**src/rtl/spram_arb_pkg.sv**
```systemverilog
// rtl/spram_arb_pkg.sv - shared constants and requester index type for the SPRAM arbiter
package spram_arb_pkg;

    localparam int SPRAM_AW = 4;
    localparam int SPRAM_DW = 8;
    localparam int STAT_W   = 16;

    typedef enum logic {
        REQ_A = 1'b0,
        REQ_B = 1'b1
    } req_idx_e;

endpackage

```
**src/rtl/rr_pick2.sv**
```systemverilog
// rtl/rr_pick2.sv - two-way round-robin pick: priority pointer register and grant logic
module rr_pick2
    import spram_arb_pkg::*;
(
    input  logic       clk,
    input  logic       rst_n,
    input  logic [1:0] req,
    output logic [1:0] gnt,
    output logic       prio_nxt
);

    // 0: A wins a tie, 1: B wins a tie
    logic prio;

    // Grant the lone requester, or the pointer side on contention; pointer moves to the loser
    always_comb begin
        gnt           = '0;
        gnt[REQ_A]    = req[REQ_A] & (~req[REQ_B] | ~prio);
        gnt[REQ_B]    = req[REQ_B] & (~req[REQ_A] |  prio);
        prio_nxt      = prio;
        if (gnt[REQ_A]) begin
            prio_nxt = 1'b1;
        end else if (gnt[REQ_B]) begin
            prio_nxt = 1'b0;
        end
    end

    // Pointer register; holds when nothing is granted
    always_ff @(posedge clk or negedge rst_n) begin
        if (!rst_n) begin
            prio <= 1'b0;
        end else begin
            prio <= prio_nxt;
        end
    end

endmodule

```
**src/rtl/spram_arbiter.sv**
```systemverilog
// rtl/spram_arbiter.sv - two-master round-robin front end for a single-port RAM (optional SPRAM_ARB_STATS_EN grant counters)
module spram_arbiter
    import spram_arb_pkg::*;
#(
    parameter int AW = SPRAM_AW,
    parameter int DW = SPRAM_DW
) (
    input  logic          clk,
    input  logic          rst_n,
    input  logic          a_req,
    input  logic          a_wr,
    input  logic [AW-1:0] a_addr,
    input  logic [DW-1:0] a_wdata,
    output logic          a_gnt,
    output logic          a_rvalid,
    output logic [DW-1:0] a_rdata,
    input  logic          b_req,
    input  logic          b_wr,
    input  logic [AW-1:0] b_addr,
    input  logic [DW-1:0] b_wdata,
    output logic          b_gnt,
    output logic          b_rvalid,
    output logic [DW-1:0] b_rdata,
`ifdef SPRAM_ARB_STATS_EN
    input  logic              stat_clr,
    output logic [STAT_W-1:0] a_cnt,
    output logic [STAT_W-1:0] b_cnt,
`endif
    output logic          ram_en,
    output logic          ram_wr,
    output logic [AW-1:0] ram_addr,
    output logic [DW-1:0] ram_din,
    input  logic [DW-1:0] ram_dout
);

    logic [1:0] req;
    logic [1:0] gnt;
    logic       prio_nxt;
    logic       rd_pend_a;
    logic       rd_pend_b;

    // Requests are masked while reset is held so nothing reaches the RAM
    assign req[REQ_A] = a_req & rst_n;
    assign req[REQ_B] = b_req & rst_n;

    rr_pick2 u_pick (
        .clk      (clk),
        .rst_n    (rst_n),
        .req      (req),
        .gnt      (gnt),
        .prio_nxt (prio_nxt)
    );

    assign a_gnt = gnt[REQ_A];
    assign b_gnt = gnt[REQ_B];

    // RAM command comes from the granted side; all-zero when idle
    always_comb begin
        ram_en   = 1'b0;
        ram_wr   = 1'b0;
        ram_addr = '0;
        ram_din  = '0;
        if (gnt[REQ_A]) begin
            ram_en   = 1'b1;
            ram_wr   = a_wr;
            ram_addr = a_addr;
            ram_din  = a_wdata;
        end else if (gnt[REQ_B]) begin
            ram_en   = 1'b1;
            ram_wr   = b_wr;
            ram_addr = b_addr;
            ram_din  = b_wdata;
        end
    end

    // Remember who issued a read so the next cycle's RAM output is steered back to it
    always_ff @(posedge clk or negedge rst_n) begin
        if (!rst_n) begin
            rd_pend_a <= 1'b0;
            rd_pend_b <= 1'b0;
        end else begin
            rd_pend_a <= gnt[REQ_A] & ~a_wr;
            rd_pend_b <= gnt[REQ_B] & ~b_wr;
        end
    end

    assign a_rvalid = rd_pend_a;
    assign b_rvalid = rd_pend_b;
    assign a_rdata  = rd_pend_a ? ram_dout : '0;
    assign b_rdata  = rd_pend_b ? ram_dout : '0;

`ifdef SPRAM_ARB_STATS_EN
    // Saturating per-requester grant counters; clear wins over a same-cycle grant
    always_ff @(posedge clk or negedge rst_n) begin
        if (!rst_n) begin
            a_cnt <= '0;
            b_cnt <= '0;
        end else if (stat_clr) begin
            a_cnt <= '0;
            b_cnt <= '0;
        end else begin
            if (gnt[REQ_A] && (a_cnt != '1)) begin
                a_cnt <= a_cnt + 1'b1;
            end
            if (gnt[REQ_B] && (b_cnt != '1)) begin
                b_cnt <= b_cnt + 1'b1;
            end
        end
    end
`endif

endmodule

```
**config.mk**
```make
export PLATFORM = sky130hd
export DESIGN_NAME = spram_arbiter
export DESIGN_NICKNAME = d
export VERILOG_FILES = /design/src/rtl/spram_arb_pkg.sv /design/src/rtl/rr_pick2.sv /design/src/rtl/spram_arbiter.sv
export SDC_FILE = /design/constraint.sdc
export NUM_CORES = 1
export LEC_CHECK = 0
export CAP_MARGIN = 10
export CORE_AREA = 5 5 54 56
export CTS_BUF_LIST = sky130_fd_sc_hd__clkbuf_4
export DETAILED_ROUTE_END_ITERATION = 7
export DIE_AREA = 0 0 59 61
export PLACE_DENSITY = 0.77
export SLEW_MARGIN = 10
export SYNTH_ARGS = -nofsm -noshare
export SYNTH_HDL_FRONTEND = slang
export SYNTH_SLANG_ARGS = --single-unit
```
**constraint.sdc**
```tcl
create_clock -name clk -period 1.25 [get_ports clk]
set_input_delay 0.1875 -clock clk [delete_from_list [all_inputs] [get_ports clk]]
set_output_delay 0.1875 -clock clk [all_outputs]
set_load 0.1 [all_outputs]
```
* After elaboration in Yosys (flattened, before gate mapping)
Cells that the tools add are included.
Widths: inputs -> output; s select.
** Word-level totals
- Flip-flop bits (word level) :: 3
** Operators by class
- Multiplexer cells :: 12
- Bitwise gates (word level) :: 13
- Reductions and logical operators :: 1
** Operators by type and width (count)
- $mux 8 :: 4
- $mux 4 :: 2
- $and 1x1->1 :: 6
- $mux 1 :: 6
- $not 1->1 :: 5
- $or 1x1->1 :: 2
- $reduce_bool 2->1 :: 1

* Depth between registers and ports, before layout
- Depth after elaboration :: 6
- Depth in mapped cells :: 3
- Mapped depth without buffers :: 2

* Modules after synthesis
A second synthesis with hierarchy kept.
** Second synthesis, totals
- Cell total of the unflattened synthesis :: 48
- Area, all modules :: 395.4 µm²
** Modules (own cells, without submodules)
- spram_arbiter :: instances 1, cells each 42, area each 342.8 µm², sequential area each 50.0 µm²
- rr_pick2 :: instances 1, cells each 6, area each 52.6 µm², sequential area each 25.0 µm²

* Least setup slack after synthesis
No wires, ideal clock.
- Path type :: reg-to-output
- Start point :: register u_pick.prio
- End point :: output port ram_addr[2]
- Arrival time :: 2.838 ns
- Data required time :: 1.062 ns
- Slack :: -1.776 ns
- Stages on the path, launching flop included :: 3
- Cells stage by stage :: dfrtp_1 -> nor2b_2 -> o32ai_1
** Between the ends
- Cells in the longest elaborated chain, start to end :: 4
- Elaborated cells on any way between the ends :: 7
- Those cells by class :: 2 x mux; 5 x bitwise
** RTL lines
- from (decl) :: RTL line rr_pick2.sv:13 : logic prio;
- from (signal assigned) :: RTL line rr_pick2.sv:33 : prio <= prio_nxt;
- $or 1x1->1 or $not 1->1 (tied branches) :: RTL line rr_pick2.sv:19, rr_pick2.sv:18
- $and 1x1->1 or $or 1x1->1 (tied branches) :: RTL line rr_pick2.sv:19, rr_pick2.sv:18
- $mux 4 or $and 1x1->1 (tied branches) :: RTL line spram_arbiter.sv:68, rr_pick2.sv:18
- $mux 4 (*) :: RTL line spram_arbiter.sv:63 : if (gnt[REQ_A]) begin
- to (decl) :: RTL line spram_arbiter.sv:31 : output logic [AW-1:0] ram_addr,
Every way passes the cells marked *; elsewhere a longest branch is shown, timed or not.

* Final worst setup path
Ends and elaborated chain as after synthesis.

==> impl_results.md <==
- CP delay by family, top: flip-flops
- Critical-path top delay cell: dfrtp_2
- Worst-Margin Slew: 0.281 ns
- Fmax: 614 MHz
- Worst Hold Class: in2async
- Vias per cell: 5.39
- RSZ-0062 raised after global routing: true
- Startpoint types: flip-flop
- Sink Count: 3
- Max Cap Violations: 0
- Largest net degree at the start of global routing: 15
- Period minus WS final: 1.63 ns
- Critical path capture point type: output port
- Syn Inst Count: 76
- Outcome: finished, violations left
- Setup WS pre-CTS: -0.453 ns
- Core area: 2390 sq um
- Number of synthesized register bits: 3
- Layout Cells excl Fill: 197
- Number of cells on the critical path: 4
- CP Cell Sequence: a21bo_4, clkbuf_16, o32ai_4, buf_12
- Clk_lat worst skew: 0.24 ns
- Critical Path AT: 1.44 ns
- Final worst-path cycle share: 130%
- Pwr/cell area: 745 nW/um^2
- FF-to-FF path depth: 3
- Relative max-transition margin: 81.1%
- Inserted Diodes: 0
- CTS H-Tree Depth: 1
- # setup viols final: 32
- Die area: 3600 sq um
- Final #Nets: 206
- Post-DP HPWL: 3010 microns
- IR drop worst, VDD: 0.946 mV
- Final WL: 4660 microns
- Routed Antenna Nets: 0
- Initial antenna violation count: 0
- DR vias: 1061
- Worst path bufs/invs: 2
- Critical Path Fanout Max: 6
- Placed Cells: 185
- GRT Total Usage: 24.8%
- Vias in the first global route: 1240
- WP data required: 1.06 ns
- Fillcell total: 67
- Num CTS Buffers: 3
- Clock-pin slew on the worst setup and hold paths: 0.04 ns
- Layout cells sized above 1: 59.9%
- Violated checks: setup timing
- Final Hold Fails: 0
- CTS tree: built
- Setup Crit Path Kind: reg2out
- Width of the die: 59 microns
- CP peak stage delay: 0.44 ns
- WL/cell: 23.6 microns
- Maximum clock path buffer count: 2
- Syn. warnings: 0
- Syn_nets: 114
- Total I/O pin count: 72
- Initial Utilization: 24.3%
- DRT iter0 DRCs: 33
- Fin worst setup slack: -0.380 ns
- Syn Area/Cell: 7.62 sq um
- Sequential area share after synthesis: 13.0%
- Die Span Y: 61 microns
- First-pass DRT Iterations: 4
- GPL Wtd Cong: 0.775
- Pleak: 0.867 nW
- Buffers added on ports: 71
- Layout area overhead: 283%
- Std cell rows: 18
- Final clock skew: 0.000654 ns
- DRC: 0
- Synthesized area: 579 sq um
- Clock Root Buffer: clkbuf_4
- Slew Viols, Final: 0
- Setup_tns: -6.85 ns
- First-pass GRT wire length: 6490 microns
- GRT overflow: 0
- Yosys cell types: 17
==> routing by layer <==
metal / vias to the layer above / GRT usage (%) / routed length (microns)
met2: 75 / 50.3 / 2520
met3: 10 / 8.94 / 458
met4: 0 / 4.85 / 121
met5: - / 0 / 0
li1: 453 / - / -
met1: 523 / 23.7 / 1560
==> timing repair <==
| item | 4_1_cts | 5_1_grt |
|---|---|---|
| gates cloned | 1 | 2 |
| hold buffers | 0 | 0 |
| gates resized for setup | 15 | 7 |
| endpoints found under the hold margin | 0 | 0 |
| endpoints found under the setup margin | 32 | 33 |
| pin swaps | 1 | 0 |
| buffers inserted | 5 | 0 |
==> final timing paths <==
path                               end  slack (ns)        start
min in group clk              a_rvalid        0.56        b_req
hold reg to reg               a_rvalid        0.71  u_pick.prio
max in group asynchronous     b_rvalid        1.05        rst_n
setup reg to reg              b_rvalid        0.24  u_pick.prio
setup / recovery           ram_addr[2]       -0.38  u_pick.prio
hold / removal                a_rvalid        0.08        rst_n
==> layout make-up <==
| type | instances | area (sq um) | area share [%] |
|---|---|---|---|
| Clock buffer | 4 | 30.0 | 1.36 |
| Inverter | 1 | 3.75 | 0.169 |
| Multi-Input combinational cell | 66 | 696 | 31.4 |
| Sequential cell | 3 | 83.8 | 3.78 |
| Tap cell | 30 | 37.5 | 1.69 |
| Timing Repair Buffer | 93 | 1370 | 61.6 |
==> logic make-up after synthesis <==
kind of cell           share of synthesized area (%)
buffers and inverters                           8.85
DFF                                             13.0
AOI/OAI and AO/OA                               39.7
and+or+nand+nor                                 38.4
==> layout by cell type, fill, tap and decap left out <==
cell and instances:
nand2_2 1, buf_2 1, a21oi_1 1, buf_4 5, nor2b_4 1, clkbuf_4 4
inv_2 1, o21a_2 1, a211oi_1 1, a21bo_4 1, nor2_4 1, dlygate4sd2_1 2
a31oi_1 1, dfrtp_2 1, buf_6 9, a21oi_4 1, nand2_1 27, o32ai_4 13
buf_12 39, nor3_1 1, bufbuf_16 1, clkbuf_16 2, and2_4 16, clkdlybuf4s50_1 34
dfrtp_4 2
==> where the power goes <==
part	leakage [nW]	switching (W)	internal [W]
clock network	0.0184	0.0000699	0.000143
logic	0.815	0.000751	0.000564
registers	0.0339	0.0000144	0.000110
total	0.867	0.000835	0.000816
==> synth_stat cells, drive strengths merged <==
master | number | area share [%]
nor2b | 1 | 1.5
inv | 1 | 0.65
buf | 5 | 7.6
a211oi | 1 | 1.3
dfrtp | 3 | 13
o21a | 1 | 1.3
nor2 | 1 | 0.65
a31oi | 1 | 1.1
nand2 | 28 | 18
and2 | 16 | 17
nor3 | 1 | 0.86
o32ai | 13 | 33
a21oi | 2 | 1.7
a21bo | 1 | 1.7
clkbuf | 1 | 0.65
==> worst min-delay path, stage by stage <==
cell       delay, ns
buf_2           0.16
clkbuf_16       0.17
buf_6           0.13
==> per-stage QoR <==
step / hold WS (ns) / cell area (sq um) / util [%] / total power [W]
floorplan: -0.108 / 823 / - / 0.000852
global placement: 0.614 / 2020 / 84.7 / 0.00131
detailed placement: 0.663 / 2020 / 84.7 / 0.00135
CTS: 0.139 / 2150 / 90.1 / 0.00158
global route: 0.0815 / 2220 / 92.8 / 0.00170
finish: 0.0826 / 2220 / 92.8 / 0.00165
==> state kept, by name, indices dropped and copies added, names as in the netlist <==
| signal | cells |
|---|---|
| a_rvalid | 1 |
| b_rvalid | 1 |
| u_pick.prio | 1 |
(Power assumes the default switching activity.)
